[src/rtl/uart_loopback_system.sv]
// Tester UART on a valid/ready register bus, serially cross-wired to an emulator UART that
// sends ENQ after reset, echoes bytes through a 4-deep FIFO and raises trap after echoing EOT.

// Generic FIFO: push/pop valid-ready, registered storage.
// Latency: pushed data visible on pop_dat the cycle after the push.
// Backpressure: push_rdy low while full, pop_vld low while empty.
module fifo #(
  parameter int W     = 8,
  parameter int DEPTH = 4
) (
  input  logic         clk,
  input  logic         rst,
  input  logic         push_vld,
  output logic         push_rdy,
  input  logic [W-1:0] push_dat,
  output logic         pop_vld,
  input  logic         pop_rdy,
  output logic [W-1:0] pop_dat
);
  localparam int AW = $clog2(DEPTH);

  logic [W-1:0]  mem [DEPTH];
  logic [AW-1:0] wr_ptr, rd_ptr;
  logic [AW:0]   count;
  logic          push_fire, pop_fire;

  assign push_rdy  = (count != (AW+1)'(DEPTH));
  assign pop_vld   = (count != '0);
  assign pop_dat   = mem[rd_ptr];
  assign push_fire = push_vld && push_rdy;
  assign pop_fire  = pop_vld && pop_rdy;

  always_ff @(posedge clk) begin
    if (push_fire) mem[wr_ptr] <= push_dat;
  end

  always_ff @(posedge clk) begin
    if (rst) begin
      wr_ptr <= '0;
      rd_ptr <= '0;
      count  <= '0;
    end else begin
      if (push_fire) wr_ptr <= wr_ptr + 1'b1;
      if (pop_fire)  rd_ptr <= rd_ptr + 1'b1;
      if (push_fire && !pop_fire)      count <= count + 1'b1;
      else if (!push_fire && pop_fire) count <= count - 1'b1;
    end
  end
endmodule

// 8N1 serial transmitter, LSB first, each bit lasts div cycles.
// Latency: start bit drives txd the cycle after tx_vld is accepted.
// Backpressure: tx_rdy low from acceptance until the stop bit has completed.
module uart_tx (
  input  logic        clk,
  input  logic        rst,
  input  logic        clr,
  input  logic [15:0] div,
  input  logic        tx_vld,
  input  logic [7:0]  tx_dat,
  output logic        tx_rdy,
  output logic        txd
);
  typedef enum logic [1:0] {TX_IDLE, TX_START, TX_DATA, TX_STOP} tx_state_t;

  tx_state_t   state, state_nxt;
  logic [15:0] cnt;
  logic [2:0]  bit_idx;
  logic [7:0]  shreg;
  logic        bit_end;

  assign bit_end = ({1'b0, cnt} + 17'd1) >= {1'b0, div};
  assign tx_rdy  = (state == TX_IDLE);
  assign txd     = (state == TX_START) ? 1'b0 :
                   (state == TX_DATA)  ? shreg[0] : 1'b1;

  always_comb begin
    state_nxt = state;
    case (state)
      TX_IDLE:  if (tx_vld) state_nxt = TX_START;
      TX_START: if (bit_end) state_nxt = TX_DATA;
      TX_DATA:  if (bit_end && bit_idx == 3'd7) state_nxt = TX_STOP;
      TX_STOP:  if (bit_end) state_nxt = TX_IDLE;
      default:  state_nxt = TX_IDLE;
    endcase
  end

  always_ff @(posedge clk) begin
    if (rst || clr) begin
      state   <= TX_IDLE;
      cnt     <= '0;
      bit_idx <= '0;
      shreg   <= '0;
    end else begin
      state <= state_nxt;
      if (state == TX_IDLE) begin
        cnt     <= '0;
        bit_idx <= '0;
        if (tx_vld) shreg <= tx_dat;
      end else if (bit_end) begin
        cnt <= '0;
        if (state == TX_DATA) begin
          shreg   <= {1'b0, shreg[7:1]};
          bit_idx <= bit_idx + 1'b1;
        end
      end else begin
        cnt <= cnt + 1'b1;
      end
    end
  end
endmodule

// 8N1 serial receiver: falling-edge start detect, mid-bit sampling, framing-error discard.
// Latency: rx_vld pulses one cycle at the middle of the stop bit.
// Backpressure: none; the consumer must take rx_dat in the rx_vld cycle.
module uart_rx (
  input  logic        clk,
  input  logic        rst,
  input  logic        clr,
  input  logic        en,
  input  logic [15:0] div,
  input  logic        rxd,
  output logic        rx_vld,
  output logic [7:0]  rx_dat
);
  typedef enum logic [1:0] {RX_IDLE, RX_START, RX_DATA, RX_STOP} rx_state_t;

  rx_state_t   state, state_nxt;
  logic [15:0] cnt;
  logic [2:0]  bit_idx;
  logic [7:0]  shreg;
  logic        rxd_s, rxd_p;
  logic        bit_end, mid_hit;

  assign bit_end = ({1'b0, cnt} + 17'd1) >= {1'b0, div};
  assign mid_hit = cnt >= (div >> 1);
  assign rx_dat  = shreg;

  always_comb begin
    state_nxt = state;
    rx_vld    = 1'b0;
    if (!en) begin
      state_nxt = RX_IDLE;
    end else begin
      case (state)
        RX_IDLE:  if (rxd_p && !rxd_s) state_nxt = RX_START;
        // A start bit that is high again at mid-bit was a glitch
        RX_START: if (mid_hit) state_nxt = rxd_s ? RX_IDLE : RX_DATA;
        RX_DATA:  if (bit_end && bit_idx == 3'd7) state_nxt = RX_STOP;
        RX_STOP: begin
          if (bit_end) begin
            state_nxt = RX_IDLE;
            rx_vld    = rxd_s;
          end
        end
        default:  state_nxt = RX_IDLE;
      endcase
    end
  end

  always_ff @(posedge clk) begin
    if (rst) begin
      rxd_s <= 1'b1;
      rxd_p <= 1'b1;
    end else begin
      rxd_s <= rxd;
      rxd_p <= rxd_s;
    end
  end

  always_ff @(posedge clk) begin
    if (rst || clr) begin
      state   <= RX_IDLE;
      cnt     <= '0;
      bit_idx <= '0;
      shreg   <= '0;
    end else begin
      state <= state_nxt;
      case (state)
        RX_START: cnt <= mid_hit ? '0 : cnt + 1'b1;
        RX_DATA, RX_STOP: begin
          if (bit_end) begin
            cnt <= '0;
            if (state == RX_DATA) begin
              shreg   <= {rxd_s, shreg[7:1]};
              bit_idx <= bit_idx + 1'b1;
            end
          end else begin
            cnt <= cnt + 1'b1;
          end
        end
        default: begin
          cnt     <= '0;
          bit_idx <= '0;
        end
      endcase
    end
  end
endmodule

// Bus-mapped tester UART with DIV/TXEN/RXEN registers and a single-byte receive holding register.
// Latency: uart_ready pulses the cycle after uart_valid is sampled; writes land on that edge.
// Backpressure: none on the bus; TXDATA writes while not txready are dropped.
module uart_bus_tester #(
  parameter int DATA_W  = 32,
  parameter int ADDR_W  = 3,
  parameter int DIV_RST = 20
) (
  input  logic              clk,
  input  logic              rst,
  input  logic              uart_valid,
  input  logic [ADDR_W-1:0] uart_addr,
  input  logic [DATA_W-1:0] uart_wdata,
  input  logic [3:0]        uart_wstrb,
  output logic [DATA_W-1:0] uart_rdata,
  output logic              uart_ready,
  output logic              txd,
  input  logic              rxd
);
  logic [15:0]       div_q;
  logic              txen, rxen, rxready;
  logic [7:0]        rxdata;
  logic              wr, rd, soft_clr, txready, tx_rdy, tx_vld, rx_vld;
  logic [7:0]        rx_dat;
  logic [DATA_W-1:0] rd_mux;
  logic              unused_wdata;

  assign unused_wdata = ^uart_wdata;
  assign wr       = uart_valid && (uart_wstrb != 4'd0);
  assign rd       = uart_valid && (uart_wstrb == 4'd0);
  assign soft_clr = wr && (uart_addr == ADDR_W'(0)) && uart_wdata[0];
  assign txready  = txen && tx_rdy;
  assign tx_vld   = wr && (uart_addr == ADDR_W'(2)) && txready;

  uart_tx u_tx (
    .clk(clk), .rst(rst), .clr(soft_clr), .div(div_q),
    .tx_vld(tx_vld), .tx_dat(uart_wdata[7:0]), .tx_rdy(tx_rdy), .txd(txd)
  );

  uart_rx u_rx (
    .clk(clk), .rst(rst), .clr(soft_clr), .en(rxen), .div(div_q),
    .rxd(rxd), .rx_vld(rx_vld), .rx_dat(rx_dat)
  );

  always_comb begin
    rd_mux = '0;
    case (uart_addr)
      ADDR_W'(1): rd_mux = DATA_W'(div_q);
      ADDR_W'(3): rd_mux = DATA_W'(txen);
      ADDR_W'(4): rd_mux = DATA_W'(rxen);
      ADDR_W'(5): rd_mux = DATA_W'(txready);
      ADDR_W'(6): rd_mux = DATA_W'(rxready);
      ADDR_W'(7): rd_mux = DATA_W'(rxdata);
      default:    rd_mux = '0;
    endcase
  end

  always_ff @(posedge clk) begin
    if (rst) begin
      uart_ready <= 1'b0;
      uart_rdata <= '0;
      div_q      <= 16'(DIV_RST);
      txen       <= 1'b0;
      rxen       <= 1'b0;
      rxready    <= 1'b0;
      rxdata     <= '0;
    end else begin
      uart_ready <= uart_valid;
      uart_rdata <= rd ? rd_mux : '0;
      if (wr) begin
        case (uart_addr)
          ADDR_W'(1): begin
            if (uart_wstrb[0]) div_q[7:0]  <= uart_wdata[7:0];
            if (uart_wstrb[1]) div_q[15:8] <= uart_wdata[15:8];
          end
          ADDR_W'(3): txen <= uart_wdata[0];
          ADDR_W'(4): rxen <= uart_wdata[0];
          default: ;
        endcase
      end
      // New byte beats a concurrent RXDATA read so it is never lost
      if (soft_clr) begin
        rxready <= 1'b0;
        rxdata  <= '0;
      end else if (rx_vld) begin
        rxready <= 1'b1;
        rxdata  <= rx_dat;
      end else if (rd && uart_addr == ADDR_W'(7)) begin
        rxready <= 1'b0;
      end
    end
  end
endmodule

// SoC-emulator UART: ENQ after 4 bit-times, echo via 4-deep FIFO, trap after EOT echo.
// Latency: echo starts as soon as the transmitter is free after the byte is received.
// Backpressure: bytes arriving while the FIFO is full are dropped.
module uart_emulator #(
  parameter int DIV = 20
) (
  input  logic clk,
  input  logic rst,
  input  logic rxd,
  output logic txd,
  output logic trap
);
  typedef enum logic [1:0] {EMU_BOOT, EMU_IDLE, EMU_ECHO, EMU_DONE} emu_state_t;
  localparam logic [31:0] BOOT_LAST = 32'(4*DIV - 1);

  emu_state_t  state, state_nxt;
  logic [31:0] boot_cnt;
  logic        tx_vld, tx_rdy, rx_vld;
  logic [7:0]  tx_dat, rx_dat, fifo_dat;
  logic        fifo_push, fifo_push_rdy, fifo_pop, fifo_pop_vld;

  uart_tx u_tx (
    .clk(clk), .rst(rst), .clr(1'b0), .div(16'(DIV)),
    .tx_vld(tx_vld), .tx_dat(tx_dat), .tx_rdy(tx_rdy), .txd(txd)
  );

  uart_rx u_rx (
    .clk(clk), .rst(rst), .clr(1'b0), .en(1'b1), .div(16'(DIV)),
    .rxd(rxd), .rx_vld(rx_vld), .rx_dat(rx_dat)
  );

  fifo #(.W(8), .DEPTH(4)) u_fifo (
    .clk(clk), .rst(rst),
    .push_vld(fifo_push), .push_rdy(fifo_push_rdy), .push_dat(rx_dat),
    .pop_vld(fifo_pop_vld), .pop_rdy(fifo_pop), .pop_dat(fifo_dat)
  );

  assign trap = (state == EMU_DONE);

  always_comb begin
    state_nxt = state;
    tx_vld    = 1'b0;
    tx_dat    = fifo_dat;
    fifo_push = 1'b0;
    fifo_pop  = 1'b0;
    case (state)
      EMU_BOOT: begin
        if (boot_cnt == BOOT_LAST) begin
          tx_vld    = 1'b1;
          tx_dat    = 8'h05;
          state_nxt = EMU_IDLE;
        end
      end
      EMU_IDLE: begin
        fifo_push = rx_vld && fifo_push_rdy;
        fifo_pop  = fifo_pop_vld && tx_rdy;
        tx_vld    = fifo_pop;
        if (rx_vld && rx_dat == 8'h04) state_nxt = EMU_ECHO;
      end
      EMU_ECHO: begin
        // Drain what is queued (EOT last); trap once its stop bit has gone out
        fifo_pop = fifo_pop_vld && tx_rdy;
        tx_vld   = fifo_pop;
        if (!fifo_pop_vld && tx_rdy) state_nxt = EMU_DONE;
      end
      default: state_nxt = EMU_DONE;
    endcase
  end

  always_ff @(posedge clk) begin
    if (rst) begin
      state    <= EMU_BOOT;
      boot_cnt <= '0;
    end else begin
      state <= state_nxt;
      if (state == EMU_BOOT) boot_cnt <= boot_cnt + 1'b1;
    end
  end
endmodule

// Top: tester txd drives emulator rxd and emulator txd drives tester rxd.
module uart_loopback_system #(
  parameter int DATA_W = 32,
  parameter int ADDR_W = 3,
  parameter int FREQ   = 100000000,
  parameter int BAUD   = 5000000
) (
  input  logic              clk,
  input  logic              rst,
  output logic              trap,
  input  logic              uart_valid,
  input  logic [ADDR_W-1:0] uart_addr,
  input  logic [DATA_W-1:0] uart_wdata,
  input  logic [3:0]        uart_wstrb,
  output logic [DATA_W-1:0] uart_rdata,
  output logic              uart_ready
);
  localparam int DIV = FREQ / BAUD;

  logic tester_txd, emu_txd;

  uart_bus_tester #(.DATA_W(DATA_W), .ADDR_W(ADDR_W), .DIV_RST(DIV)) u_tester (
    .clk(clk), .rst(rst),
    .uart_valid(uart_valid), .uart_addr(uart_addr), .uart_wdata(uart_wdata),
    .uart_wstrb(uart_wstrb), .uart_rdata(uart_rdata), .uart_ready(uart_ready),
    .txd(tester_txd), .rxd(emu_txd)
  );

  uart_emulator #(.DIV(DIV)) u_emu (
    .clk(clk), .rst(rst), .rxd(tester_txd), .txd(emu_txd), .trap(trap)
  );
endmodule

[config.mk]
export PLATFORM = sky130hd
export DESIGN_NAME = uart_loopback_system
export DESIGN_NICKNAME = d
export VERILOG_FILES = /design/src/rtl/uart_loopback_system.sv
export SDC_FILE = /design/constraint.sdc
export NUM_CORES = 1
export LEC_CHECK = 0
export ABC_AREA = 1
export CAP_MARGIN = 30
export CORE_MARGIN = 5
export CORE_UTILIZATION = 35
export CTS_CLUSTER_SIZE = 40
export DETAILED_ROUTE_END_ITERATION = 16
export GPL_TIMING_DRIVEN = 0
export PLACE_DENSITY = 0.53
export SYNTH_ARGS = -nofsm -noshare
export SYNTH_HDL_FRONTEND = slang
export SYNTH_SLANG_ARGS = --single-unit
[constraint.sdc]
create_clock -name clk -period 3 [get_ports clk]
set_input_delay 0.45 -clock clk [delete_from_list [all_inputs] [get_ports clk]]
set_output_delay 0.45 -clock clk [all_outputs]
set_load 0.1 [all_outputs]
==> results.json, run 1 <==
{
  "rsz0062_at_grt": "yes",
  "holdPathStages": 1,
  "overflow": 0,
  "final_core_util_pct": 44.96,
  "crit_type": "flip-flop to flip-flop",
  "multi_input_area_mm2": 0.006812,
  "cts_max_level": 1,
  "clockRootBuffer": "clkbuf_16",
  "num-fill-cells": 3421,
  "synth-async-reset-ratio_pct": 0,
  "worstMarginPinSlew_ns": 1.559,
  "synth_area_per_cell_um2": 7.577,
  "min_period_over_period_pct": 106.5,
  "syn_inst": 1602,
  "synth.largest_area_cell": "dfxtp_1",
  "synth.area.top_cells": "dfxtp_1 34%, nand2_1 9.7%, ha_1 8.2%, edfxtp_1 7.9%, inv_1 6.8%",
  "critPathLaunchType": "flip-flop",
  "via_per_inst": 4.694,
  "worst_slack_ns": -0.1937,
  "ys_ff_latch": 239,
  "totalWireLength_um": 30540,
  "path_cells": "inv_4 -> nor2_4 -> nand3_2 -> nor2_1 -> inv_1 -> nor2_2 -> inv_2 -> nor2_4 -> nand2_1 -> o21ai_0 -> nand2_1 -> inv_1 -> ha_1 -> nand2_1 -> nor2_1 -> a211oi_2 -> nand2_1 -> nand2_2 -> nand2_4 -> o21ai_4 -> nand2_4 -> buf_6 -> nor3_2",
  "syn_area_mm2": 0.01214,
  "place.gp.congestion": 0.8181,
  "cp_num_buf_inv": 5,
  "die_h_um": 196.2,
  "start_util_pct": 35.31,
  "drt-initial-drc-count": 528,
  "arrival_ns": 3.65,
  "setup_viol": 59,
  "critPathMaxStageDelay_ns": 0.40,
  "grt_max_degree": 14,
  "crit_family": "simple AND/OR/NAND/NOR gates",
  "synthTopCellsByCount": "315 x nand2_1, 220 x inv_1, 207 x dfxtp_1",
  "antenna_found_initial": 0,
  "grt_pass1_vias": 9735,
  "crit_top_cell": "nand2_1",
  "clockBufferDepth": 3,
  "fin_nets": 1888,
  "yosysMostFrequentCell": "nand2_1",
  "place_area_mm2": 0.01328,
  "cts.sinks": 239,
  "maxCapViolations": 1,
  "whs_ns": 0.4493,
  "drive_gt1_share_pct": 18.32,
  "drv_slew": 11,
  "r2r_cells": 23,
  "synth_edf_count": 32,
  "crit_slowest_cell": "dfxtp_4",
  "rows": 68,
  "max_freq_mhz": 313.1,
  "slew_headroom_pct": -4.776,
  "end_kind": "flip-flop",
  "cts_tree": "done",
  "fin_area_mm2": 0.01545,
  "port_buffers": 43,
  "synth_ff_type": "dfxtp_1",
  "postRouteAntennaNets": 0,
  "synth_top_area_share_pct": 34.14,
  "period_needed_ns": 3.194,
  "hold_path.class": "flip-flop to flip-flop",
  "path_clk_slew_ns": 0.06,
  "core_mm2": 0.03437,
  "die-area_mm2": 0.03850,
  "status": "complete, but fails checks",
  "cts_inserted_buffers": 27,
  "violations": "capacitance limit, slew limit, setup timing",
  "grtUsageTotal_pct": 15.21,
  "vias": 10520,
  "area_growth_pct": 27.33,
  "hold_buffers": 0,
  "cp_max_fo": 5,
  "fin_skew_ns": 0.01535,
  "ys_seq_area_share_pct": 42.06,
  "die_width_um": 196.2,
  "dp_hpwl_um": 21590,
  "firstDrtPassIters": 5,
  "routedWlPerCell_um": 13.63,
  "ff_latch_area_mm2": 0.005117,
  "yosysWarnings": 0,
  "clkLatencyLatePin_ns": 0.53,
  "io_pins": 76,
  "p_leak_uw": 0.006542,
  "critical_path_depth": 23,
  "ir_drop_mv": 0.3292,
  "grt_pass1_wl_um": 48980,
  "crit_required_ns": 3.45,
  "remaining_drc_errors": 0,
  "final-hold-violation-count": 0,
  "yosysUniqueCellTypes": 52,
  "antenna-diode-count": 0,
  "powerDensity_mw_per_mm2": 517.9,
  "dp_slack_ns": -0.6390
}
where the power goes:
group | internal (uW) | switching, uW
Clock | 1830 | 1350
Combinational | 449 | 876
Sequential | 3380 | 112
stage by stage:
stage                     setup TNS [ns]  power, uW  std cells
final                             -5.618       8004       2240
after global routing              -19.13       8402       2240
after CTS                         -1.636       8012       2224
after detailed placement          -34.47       4754       2137
after global placement            -33.75       4731       2137
after floorplan                        0       4441       1639
path summary, 6_finish.rpt:
path / start / end / slack, ns
max: u_tester.u_rx.cnt[0]$_SDFF_PP0_ / u_tester.u_rx.cnt[2]$_SDFF_PP0_ / -0.19
min: u_emu.u_rx.cnt[0]$_SDFF_PP0_ / u_emu.u_rx.cnt[0]$_SDFF_PP0_ / 0.45
max reg2reg: u_tester.u_rx.cnt[0]$_SDFF_PP0_ / u_tester.u_rx.cnt[2]$_SDFF_PP0_ / -0.19
min reg2reg: u_emu.u_rx.cnt[0]$_SDFF_PP0_ / u_emu.u_rx.cnt[0]$_SDFF_PP0_ / 0.45
layer usage:
metal / up-vias / wire [um] / global-route usage [%]
met3: 33 / 1109 / 1.923
met2: 145 / 14250 / 24.92
met5: - / 0 / 0
li1: 5509 / - / -
met4: 0 / 511 / 3.284
met1: 4828 / 14670 / 21.58
cell type report:
| cell class | count | share of cell area [%] |
|---|---|---|
| plain buffers | 45 | 2.081 |
| repair buffers | 96 | 5.983 |
| well taps | 455 | 3.684 |
| multi-input cells | 1127 | 44.07 |
| clock inverters | 14 | 0.6639 |
| inverters | 229 | 5.578 |
| flip-flops and latches | 239 | 33.11 |
| clock buffers | 35 | 4.825 |
registers in the layout, indices dropped and copies added, names as in the netlist, 3 cells and up, named ones only:
name / flops
u_emu.boot_cnt: 32
u_tester.uart_rdata: 16
u_tester.u_rx.rx_dat: 8
u_emu.u_fifo.count: 3
u_emu.u_tx.bit_idx: 3
u_emu.u_rx.bit_idx: 3
u_tester.u_tx.bit_idx: 3
u_emu.u_rx.rx_dat: 8
u_emu.u_rx.cnt: 16
u_tester.u_rx.bit_idx: 3
u_tester.u_tx.shreg: 8
u_emu.u_tx.shreg: 8
u_emu.u_tx.cnt: 16
u_tester.u_rx.cnt: 16
u_tester.u_tx.cnt: 16
u_emu.u_fifo.mem: 32
u_tester.rxdata: 8
u_tester.div_q: 16
worst register-to-register path: stages (launching register included):
cell,delay [ns]
dfxtp_4,0.40
inv_4,0.05
nor2_4,0.11
nand3_2,0.08
nor2_1,0.10
inv_1,0.07
nor2_2,0.11
inv_2,0.07
nor2_4,0.15
nand2_1,0.09
o21ai_0,0.21
nand2_1,0.14
inv_1,0.08
ha_1,0.22
nand2_1,0.13
nor2_1,0.08
a211oi_2,0.19
nand2_1,0.10
nand2_2,0.09
nand2_4,0.10
o21ai_4,0.15
nand2_4,0.11
buf_6,0.16
nor3_2,0.12
cells in the final DEF, fill, tap and decap left out, types with 6 or more instances in the layout:
cell type        count
nand3_2             13
ha_1                73
edfxtp_1            32
nand2_4             14
buf_6               13
ha_4                 6
nand4_1             35
nor3_1              35
inv_1              213
nand2_2             32
nor2_2              39
a22oi_1              7
clkdlybuf4s50_1     43
xor2_1              23
clkinv_1             6
xnor2_1              7
nor2_1             160
o21ai_0             58
nand3_1             77
nand3b_1             6
nand2_1            281
a21oi_1             94
nor3_4               6
inv_2               11
conb_1              38
clkbuf_16           29
a21oi_2             16
buf_4               56
dfxtp_1            201
nor2_4              24
clkinv_2             8
nor3_2               7
clkbuf_1            22
o22ai_1              9
what timing repair did:
action	4_1_cts	5_1_grt
setup endpoints to repair	69	69
buffers inserted	38	12
resized for setup	89	136
cloned	1	4
hold endpoints to repair	0	0
pin swaps	23	46
logic make-up (layout without fill, tap and decap cells):
kind of cell | after synthesis | in the layout | synth area share [%]
AO/OA/AOI/OAI | 216 | 216 | 9.731
XOR/XNOR | 33 | 33 | 2.381
adder cells (fa/ha/maj) | 81 | 81 | 8.412
buffers and inverters | 274 | 419 | 9.318
flip-flops | 239 | 239 | 42.06
other | 1 | 38 | 0.03089
AND/OR/NAND/NOR | 758 | 759 | 28.07
Power figures use the tool's default switching activity.
==> run 2, diff against run 1 <==
- CORE_MARGIN: 5 -> 2
- CTS_CLUSTER_DIAMETER: default -> 150
- PLACE_DENSITY: 0.53 -> default
- PLACE_DENSITY_LB_ADDON: default -> 0.25
==> results.json, run 2 (same netlist as run 1, synthesis figures left out) <==
{
  "crit_top_cell": "nand2_8",
  "min_period_over_period_pct": 104.1,
  "crit_family": "simple AND/OR/NAND/NOR gates",
  "status": "complete, but fails checks",
  "hold_buffers": 0,
  "drive_gt1_share_pct": 17.25,
  "routedWlPerCell_um": 13.17,
  "clockBufferDepth": 3,
  "die_h_um": 190.2,
  "fin_skew_ns": 0.01892,
  "start_util_pct": 35.31,
  "antenna-diode-count": 0,
  "maxCapViolations": 0,
  "slew_headroom_pct": 33.89,
  "clockRootBuffer": "clkbuf_16",
  "die-area_mm2": 0.03619,
  "port_buffers": 43,
  "period_needed_ns": 3.122,
  "firstDrtPassIters": 5,
  "cts_inserted_buffers": 9,
  "final-hold-violation-count": 0,
  "hold_path.class": "flip-flop to flip-flop",
  "critPathMaxStageDelay_ns": 0.40,
  "place.gp.congestion": 0.8501,
  "cts_tree": "done",
  "worstMarginPinSlew_ns": 0.9885,
  "overflow": 0,
  "crit_required_ns": 3.35,
  "area_growth_pct": 23.08,
  "drv_slew": 0,
  "cp_max_fo": 8,
  "remaining_drc_errors": 0,
  "dp_slack_ns": -0.7073,
  "dp_hpwl_um": 20860,
  "path_clk_slew_ns": 0.15,
  "die_width_um": 190.2,
  "end_kind": "flip-flop",
  "worst_slack_ns": -0.1220,
  "via_per_inst": 4.660,
  "p_leak_uw": 0.006281,
  "io_pins": 76,
  "crit_type": "flip-flop to flip-flop",
  "postRouteAntennaNets": 0,
  "final_cell_mix": "282 x nand2_1, 213 x inv_1, 197 x dfxtp_1, 169 x nor2_1, 90 x a21oi_1",
  "violations": "setup timing",
  "ir_drop_mv": 0.3443,
  "cts_max_level": 1,
  "cp_num_buf_inv": 3,
  "cts.sinks": 239,
  "grt_max_degree": 42,
  "crit_slowest_cell": "dfxtp_4",
  "mostFrequentLayoutCell": "nand2_1",
  "totalWireLength_um": 29050,
  "reg.largest.list": "u_emu.boot_cnt (32), u_emu.u_fifo.mem (32)",
  "rows": 68,
  "grtUsageTotal_pct": 15.89,
  "fin_tns_setup_ns": -3.477,
  "grt_pass1_wl_um": 47420,
  "core_mm2": 0.03437,
  "critPathLaunchType": "flip-flop",
  "rsz0062_at_grt": "yes",
  "powerDensity_mw_per_mm2": 423.1,
  "fin_nets": 1872,
  "arrival_ns": 3.48,
  "drt-initial-drc-count": 559,
  "vias": 10280,
  "grt_pass1_vias": 9791,
  "max_freq_mhz": 320.3,
  "setup_viol": 49,
  "antenna_found_initial": 0,
  "path_cells": "nand2_4 -> nor2_4 -> and3_4 -> nand3_4 -> nor3_4 -> nand3_2 -> nor3_4 -> xnor2_2 -> inv_2 -> ha_4 -> buf_6 -> nand4_1 -> nor2_1 -> nand2_2 -> nand3_4 -> buf_12 -> nand2_8 -> nand2_8 -> nand2_8 -> nand2_2 -> a21oi_1",
  "clkLatencyLatePin_ns": 0.49
}
[run 2: stage by stage]
step / area [um2] / hold slack (ns) / total power [uW] / cells / util, %
5_1_grt: 14940 / 0.4486 / 6676 / 2206 / 43.46
3_5_place_dp: 13280 / 0.4424 / 4724 / 2138 / 38.65
6_report: 14940 / 0.4346 / 6322 / 2206 / 43.46
4_1_cts: 14240 / 0.4291 / 6371 / 2185 / 41.42
3_3_place_gp: 13280 / 0.4345 / 4706 / 2137 / 38.63
2_1_floorplan: 12280 / 0.4173 / 4441 / 1639 / -
[run 2: layout make-up]
cell class                 count  area [um2]
buffer                        44       300.3
clock buffer                  13       240.2
fill                        3479       19430
inverter                     229       862.1
multi-input combinational   1127        6884
sequential                   239        5125
tap                          455       569.3
timing repair buffer          99       958.4
[run 2: final timing paths]
kind	endpoint	slack [ns]	depth (start not counted)	from
max	u_tester.u_tx.shreg[2]$_SDFFE_PP0P_	-0.12	21	u_tester.u_tx.cnt[0]$_SDFF_PP0_
max reg2reg	u_tester.u_tx.shreg[2]$_SDFFE_PP0P_	-0.12	21	u_tester.u_tx.cnt[0]$_SDFF_PP0_
min	u_emu.u_rx.cnt[0]$_SDFF_PP0_	0.43	1	u_emu.u_rx.cnt[0]$_SDFF_PP0_
min reg2reg	u_emu.u_rx.cnt[0]$_SDFF_PP0_	0.43	1	u_emu.u_rx.cnt[0]$_SDFF_PP0_
[run 2: repair_timing]
action,CTS,global route
cloned,2,3
buffers inserted,33,17
pin swaps,36,49
endpoints found under the setup margin,69,69
gates resized for setup,106,117
[run 2: layer usage]
metal | vias to the layer above | GRT usage, % | part of all wire (%)
met3 | 24 | 1.454 | 2.3
met5 | - | 0 | 0
met4 | 0 | 3.160 | 1.4
met1 | 4731 | 21.48 | 49
met2 | 99 | 27.68 | 47
li1 | 5425 | - | -
[run 2: power breakdown]
| part | switching [uW] | total, uW | leakage, uW | internal, uW |
|---|---|---|---|---|
| logic | 839 | 1290 | 0.00422 | 449 |
| registers | 118 | 3500 | 0.00195 | 3380 |
| clock network | 967 | 1540 | 0.000116 | 569 |
